--- config.mk ---
export PLATFORM = sky130hd
export DESIGN_NAME = simt_core_param
export DESIGN_NICKNAME = d
export VERILOG_FILES = /design/src/rtl/simt_core_param.sv
export SDC_FILE = /design/constraint.sdc
export NUM_CORES = 2
export LEC_CHECK = 0
export CAP_MARGIN = 10
export CORE_ASPECT_RATIO = 1.2
export CORE_MARGIN = 10
export CORE_UTILIZATION = 55
export DETAILED_ROUTE_END_ITERATION = 8
export PLACE_DENSITY = 0.8
export SYNTH_ARGS = -nofsm -noshare
export SYNTH_HDL_FRONTEND = slang
export SYNTH_SLANG_ARGS = --single-unit
--- constraint.sdc ---
create_clock -name clk -period 11.8 [get_ports clk]
set_input_delay 2.95 -clock clk [delete_from_list [all_inputs] [get_ports clk]]
set_output_delay 2.95 -clock clk [all_outputs]
set_load 0.03 [all_outputs]
--- src/rtl/simt_core_param.sv ---
// simt_core_param: N-thread round-robin SIMT core with host-loadable instruction and data memories.
// Optional macro PERF_COUNTERS_EN adds saturating cycle_count/instr_count outputs.
module simt_core_param #(
  parameter int unsigned NUM_THREADS = 4,
  parameter int unsigned DATA_WIDTH  = 16,
  parameter int unsigned REG_COUNT   = 16,
  parameter int unsigned IMEM_DEPTH  = 16,
  parameter int unsigned DMEM_DEPTH  = 16,
  localparam int unsigned TID_W = (NUM_THREADS > 1) ? $clog2(NUM_THREADS) : 1,
  localparam int unsigned PC_W  = $clog2(IMEM_DEPTH),
  localparam int unsigned DA_W  = $clog2(DMEM_DEPTH)
) (
  input  logic                   clk,
  input  logic                   reset,
  input  logic                   start,
  output logic                   busy,
  output logic                   done,
  input  logic                   prog_we,
  input  logic [PC_W-1:0]        prog_addr,
  input  logic [15:0]            prog_wdata,
  input  logic                   host_we,
  input  logic [DA_W-1:0]        host_addr,
  input  logic [DATA_WIDTH-1:0]  host_wdata,
  output logic [DATA_WIDTH-1:0]  host_rdata,
  output logic [NUM_THREADS-1:0] active_mask
`ifdef PERF_COUNTERS_EN
  ,
  output logic [31:0]            cycle_count,
  output logic [31:0]            instr_count
`endif
);

  localparam logic [3:0] OP_ADD  = 4'h1;
  localparam logic [3:0] OP_SUB  = 4'h2;
  localparam logic [3:0] OP_MUL  = 4'h3;
  localparam logic [3:0] OP_CMP  = 4'h4;
  localparam logic [3:0] OP_ADDI = 4'h5;
  localparam logic [3:0] OP_SUBI = 4'h6;
  localparam logic [3:0] OP_JMP  = 4'h7;
  localparam logic [3:0] OP_JLT  = 4'h8;
  localparam logic [3:0] OP_LDR  = 4'h9;
  localparam logic [3:0] OP_STR  = 4'hA;
  localparam logic [3:0] OP_HALT = 4'hF;

  typedef enum logic [1:0] {S_IDLE, S_RUN, S_DONE} state_t;

  state_t                 state;
  logic [PC_W-1:0]        pc    [NUM_THREADS];
  logic [DATA_WIDTH-1:0]  regs  [NUM_THREADS][REG_COUNT];
  logic [15:0]            imem  [IMEM_DEPTH];
  logic [DATA_WIDTH-1:0]  dmem  [DMEM_DEPTH];
  logic [NUM_THREADS-1:0] flag;
  logic [TID_W-1:0]       rr_ptr;

  logic                   run;
  logic                   launch;
  logic                   issue;
  logic                   any_active;
  logic                   hit_hi;
  logic [TID_W-1:0]       lo_any;
  logic [TID_W-1:0]       lo_hi;
  logic [TID_W-1:0]       issue_tid;
  logic [TID_W-1:0]       ptr_next;
  logic [NUM_THREADS-1:0] mask_after;

  logic [15:0]            instr;
  logic [3:0]             op;
  logic [3:0]             rd;
  logic [3:0]             rs1;
  logic [3:0]             rs2;
  logic [7:0]             imm;
  logic [DATA_WIDTH-1:0]  imm_sx;
  logic [DATA_WIDTH-1:0]  rs1_val;
  logic [DATA_WIDTH-1:0]  rs2_val;
  logic [DATA_WIDTH-1:0]  rd_val;
  logic [DA_W-1:0]        mem_addr;
  logic [PC_W-1:0]        cur_pc;
  logic [PC_W-1:0]        next_pc;
  logic                   rf_we;
  logic [DATA_WIDTH-1:0]  rf_wdata;
  logic                   st_en;
  logic                   cmp_we;
  logic                   cmp_val;
  logic                   is_halt;

  assign run    = (state == S_RUN);
  assign launch = start && !run;
  assign issue  = run && any_active;

  // Lowest active thread at or after the pointer, else lowest active overall (wrap).
  always_comb begin
    lo_any     = '0;
    lo_hi      = '0;
    hit_hi     = 1'b0;
    any_active = 1'b0;
    for (int i = int'(NUM_THREADS) - 1; i >= 0; i--) begin
      if (active_mask[i]) begin
        lo_any     = TID_W'(i);
        any_active = 1'b1;
        if (TID_W'(i) >= rr_ptr) begin
          lo_hi  = TID_W'(i);
          hit_hi = 1'b1;
        end
      end
    end
    issue_tid  = hit_hi ? lo_hi : lo_any;
    ptr_next   = (issue_tid == TID_W'(NUM_THREADS - 1)) ? '0 : issue_tid + TID_W'(1);
    mask_after = active_mask & ~(NUM_THREADS'(1) << issue_tid);
  end

  // Decode and execute the issued thread's instruction.
  always_comb begin
    rf_we    = 1'b0;
    rf_wdata = '0;
    st_en    = 1'b0;
    cmp_we   = 1'b0;
    cmp_val  = 1'b0;
    is_halt  = 1'b0;
    cur_pc   = pc[issue_tid];
    instr    = imem[cur_pc];
    op       = instr[15:12];
    rd       = instr[11:8];
    rs1      = instr[7:4];
    rs2      = instr[3:0];
    imm      = instr[7:0];
    imm_sx   = DATA_WIDTH'($signed(imm));
    rs1_val  = regs[issue_tid][rs1];
    rs2_val  = regs[issue_tid][rs2];
    rd_val   = regs[issue_tid][rd];
    mem_addr = DA_W'(rs1_val + imm_sx);
    next_pc  = cur_pc + PC_W'(1);
    case (op)
      OP_ADD:  begin rf_we = 1'b1; rf_wdata = rs1_val + rs2_val; end
      OP_SUB:  begin rf_we = 1'b1; rf_wdata = rs1_val - rs2_val; end
      OP_MUL:  begin rf_we = 1'b1; rf_wdata = rs1_val * rs2_val; end
      OP_CMP:  begin cmp_we = 1'b1; cmp_val = (rs1_val < rs2_val); end
      OP_ADDI: begin rf_we = 1'b1; rf_wdata = rd_val + imm_sx; end
      OP_SUBI: begin rf_we = 1'b1; rf_wdata = rd_val - imm_sx; end
      OP_JMP:  next_pc = imm[PC_W-1:0];
      OP_JLT:  if (flag[issue_tid]) next_pc = imm[PC_W-1:0];
      OP_LDR:  begin rf_we = 1'b1; rf_wdata = dmem[mem_addr]; end
      OP_STR:  st_en = 1'b1;
      OP_HALT: begin is_halt = 1'b1; next_pc = cur_pc; end
      default: ;
    endcase
  end

  // Control FSM, per-thread PCs, flags, round-robin pointer and host read port.
  always_ff @(posedge clk) begin
    if (reset) begin
      state       <= S_IDLE;
      busy        <= 1'b0;
      done        <= 1'b0;
      active_mask <= '0;
      flag        <= '0;
      rr_ptr      <= '0;
      host_rdata  <= '0;
      for (int t = 0; t < int'(NUM_THREADS); t++) pc[t] <= '0;
    end else begin
      host_rdata <= dmem[host_addr];
      case (state)
        S_IDLE, S_DONE: begin
          if (start) begin
            state       <= S_RUN;
            busy        <= 1'b1;
            done        <= 1'b0;
            active_mask <= '1;
            flag        <= '0;
            rr_ptr      <= '0;
            for (int t = 0; t < int'(NUM_THREADS); t++) pc[t] <= '0;
          end
        end
        S_RUN: begin
          if (any_active) begin
            pc[issue_tid] <= next_pc;
            rr_ptr        <= ptr_next;
            if (cmp_we) flag[issue_tid] <= cmp_val;
            if (is_halt) begin
              active_mask[issue_tid] <= 1'b0;
              if (mask_after == '0) begin
                state <= S_DONE;
                busy  <= 1'b0;
                done  <= 1'b1;
              end
            end
          end
        end
        default: state <= S_IDLE;
      endcase
    end
  end

  // Register file: cleared on launch with R15 holding the thread id.
  always_ff @(posedge clk) begin
    if (!reset) begin
      if (launch) begin
        for (int t = 0; t < int'(NUM_THREADS); t++)
          for (int r = 0; r < int'(REG_COUNT); r++)
            regs[t][r] <= (r == 15) ? DATA_WIDTH'(t) : '0;
      end else if (issue && rf_we) begin
        regs[issue_tid][rd] <= rf_wdata;
      end
    end
  end

  always_ff @(posedge clk) begin
    if (!reset && !run && prog_we) imem[prog_addr] <= prog_wdata;
  end

  // Host writes only outside RUN; a reset edge suppresses thread stores.
  always_ff @(posedge clk) begin
    if (!reset) begin
      if (issue && st_en) dmem[mem_addr] <= rd_val;
      else if (!run && host_we) dmem[host_addr] <= host_wdata;
    end
  end

`ifdef PERF_COUNTERS_EN
  always_ff @(posedge clk) begin
    if (reset) begin
      cycle_count <= '0;
      instr_count <= '0;
    end else if (launch) begin
      cycle_count <= '0;
      instr_count <= '0;
    end else if (run) begin
      if (cycle_count != '1) cycle_count <= cycle_count + 32'd1;
      if (issue && instr_count != '1) instr_count <= instr_count + 32'd1;
    end
  end
`endif

endmodule

==> results.ini <==
[die]
dieArea_um2 = 165000
start_util = 0.552
die_y_um = 443
die_x_um = 372
io_pins = 67
num_rows = 155
coreArea_um2 = 148000

[grt]
grt_max_degree = 160
grt_pass1_wl_um = 425000
grt.met1_usage = 0.450
use_met2 = 0.544
gr-total-overflow = 0
grt.busiest_layer = met2
grt_pass1_vias = 60913
grt_antenna_before_repair = 11
grt_usage = 0.353
met3_usage = 0.0734

[clocking]
cts.sinks = 1582
clockRootBuffer = clkbuf_16
clk_pin_slew_ns = 0.06
holdBufCountCts = 0
insertion_delay_ns = 0.84
cts_buffer_depth = 3
cts_buffers = 155
cts_tree = built
htree_levels = 4

[detailed_routing]
firstDrtPassIters = 9
viasPerCell = 6.60
via_count = 63855
totalWireLength_um = 298000
drt_iter0_drc = 10838
ant_nets = 0
drc_errors = 0
routedWlPerCell_um = 30.8

[sta]
timing.final.crit_share = 0.977
hold_ws_ns = 0.476
setup_viol = 0
period_minus_slack_ns = 11.52
finalWorstSetupSlack_ns = 0.275
max_slew_margin = 0.136
slew_violations = 0
tightest_slew_ns = 1.29
hold_viol_final = 0
max_freq_mhz = 86.8
clock_skew_ns = 0.0447

[worst_setup_path]
end_kind = flop
worstPathMaxFanout = 64
path_common_cell = inv_1
cp_slowest_cell = nor3_1
crit_required_ns = 12.35
cp.arrival_ns = 12.07
start_kind = flop
critPathKind = flop to flop
max_stage_delay_ns = 1.03

[worst_hold_path]
hold_class = flop to flop

[yosys]
syn_avg_cell_area_um2 = 10.7
syn_nets = 7905
ys_warn_count = 0
ys_async_sr_fraction = 0
yosysMostFrequentCell = nand2_1
yosysTopAreaCell = edfxtp_1
ys.flop_type = edfxtp_1
ys_types = 87
synth_area_um2 = 81800
yosysSeqAreaShare = 0.577
synth-seq-cells = 1582
ys_top_cells_by_count = nand2_1 (1,737), edfxtp_1 (1,552), nor2_1 (1,288)
synth_top_area_frac = 0.570
netlist_instances = 7670
synth.area.top_cells = edfxtp_1 (57%), nand2_1 (8.0%), nor2_1 (5.9%)
synth_edf_count = 1552

[finish]
fin_cells = 9675
drive_gt1_frac = 0.106
nNetsFinal = 7822
fin_area_um2 = 90500
area_growth_pct = 10.5

[placement]
place_ws_ns = 0.228
place_hpwl_um = 199000
dp_cells = 9370
place.gp.congestion = 1.06
placedInstanceArea_um2 = 85200
port-buffer-count = 66

[status]
outcome = complete, no violations

[flow_run]
drv_cap = 0

metrics by stage:
stage	utilization	TNS, ns
2_1_floorplan	-	0
3_3_place_gp	0.574	0
3_5_place_dp	0.574	0
4_1_cts	0.607	0
5_1_grt	0.610	-0.686
6_report	0.610	0
sequential cells by signal (all words and copies together), names as in the netlist:
register     flops
active_mask      4
busy             1
dmem           256
done             1
flag             4
host_rdata      16
imem           256
pc              16
regs          1024
rr_ptr           2
state            2
area by class of cell:
cell class	instances	area, um^2
fill	11341	57900
sequential	1582	47200
multi-input combinational	5320	32100
clock buffer	191	4110
timing repair buffer	324	3010
tap	1962	2450
clock inverter	86	816
inverter	204	788
antenna	6	15.0
cell families after synthesis:
kind of cell    Yosys count  synth area share
fa+ha+maj               190            0.0367
mux                     575            0.0966
simple gates           3837             0.191
xor+xnor                 62           0.00697
flops                  1582             0.577
compound gates          655            0.0530
buf+inv                 769            0.0388
path summary, 6_finish.rpt:
| kind | start | endpoint | slack (ns) | depth (start not counted) |
|---|---|---|---|---|
| max | active_mask[0]$_SDFFE_PP0P_ | regs[2][47]$_SDFFCE_PN0P_ | 0.28 | 44 |
| min | state[1]$_SDFFE_PP0P_ | state[1]$_SDFFE_PP0P_ | 0.48 | 2 |
| max reg2reg | active_mask[0]$_SDFFE_PP0P_ | regs[2][47]$_SDFFCE_PN0P_ | 0.28 | 44 |
| min reg2reg | state[1]$_SDFFE_PP0P_ | state[1]$_SDFFE_PP0P_ | 0.48 | 2 |
critical path: cells and delay by family (launching register included):
kind	cells	cell delay, ns
adders and majority gates	7	3.04
and+or+nand+nor	9	2.38
buffers and inverters	12	1.97
AOI/OAI and AO/OA	11	1.85
xor gates and xnor gates	3	0.81
muxes	2	0.55
DFF	1	0.42
cells in the final DEF (no fill, tap or decap), types with 35 or more instances in the layout:
| cell type | count |
|---|---|
| mux2_2 | 47 |
| o21ai_0 | 106 |
| a21oi_1 | 213 |
| fa_1 | 82 |
| nor2_2 | 36 |
| nor3_1 | 73 |
| mux2i_1 | 353 |
| nor2b_1 | 35 |
| nand2_1 | 1733 |
| edfxtp_1 | 1552 |
| clkdlybuf4s50_1 | 64 |
| xnor2_1 | 46 |
| buf_4 | 222 |
| inv_1 | 195 |
| nor2_1 | 1252 |
| ha_1 | 106 |
| and3_1 | 35 |
| mux4_2 | 165 |
| clkbuf_16 | 158 |
| nand3_1 | 582 |
per-layer routing:
metal | wire length, um | up-vias
li1 | - | 26736
met1 | 104000 | 31163
met2 | 136000 | 4931
met3 | 33700 | 1017
met4 | 23800 | 8
met5 | 55 | -
repair_timing:
item                                    CTS  global route
gates resized for setup                   0            33
endpoints found under the setup margin    0           185
setup buffers                             0            19
Power is not shown: default switching activity piles up to over one toggle a cycle in this logic, so the estimate is an artifact.
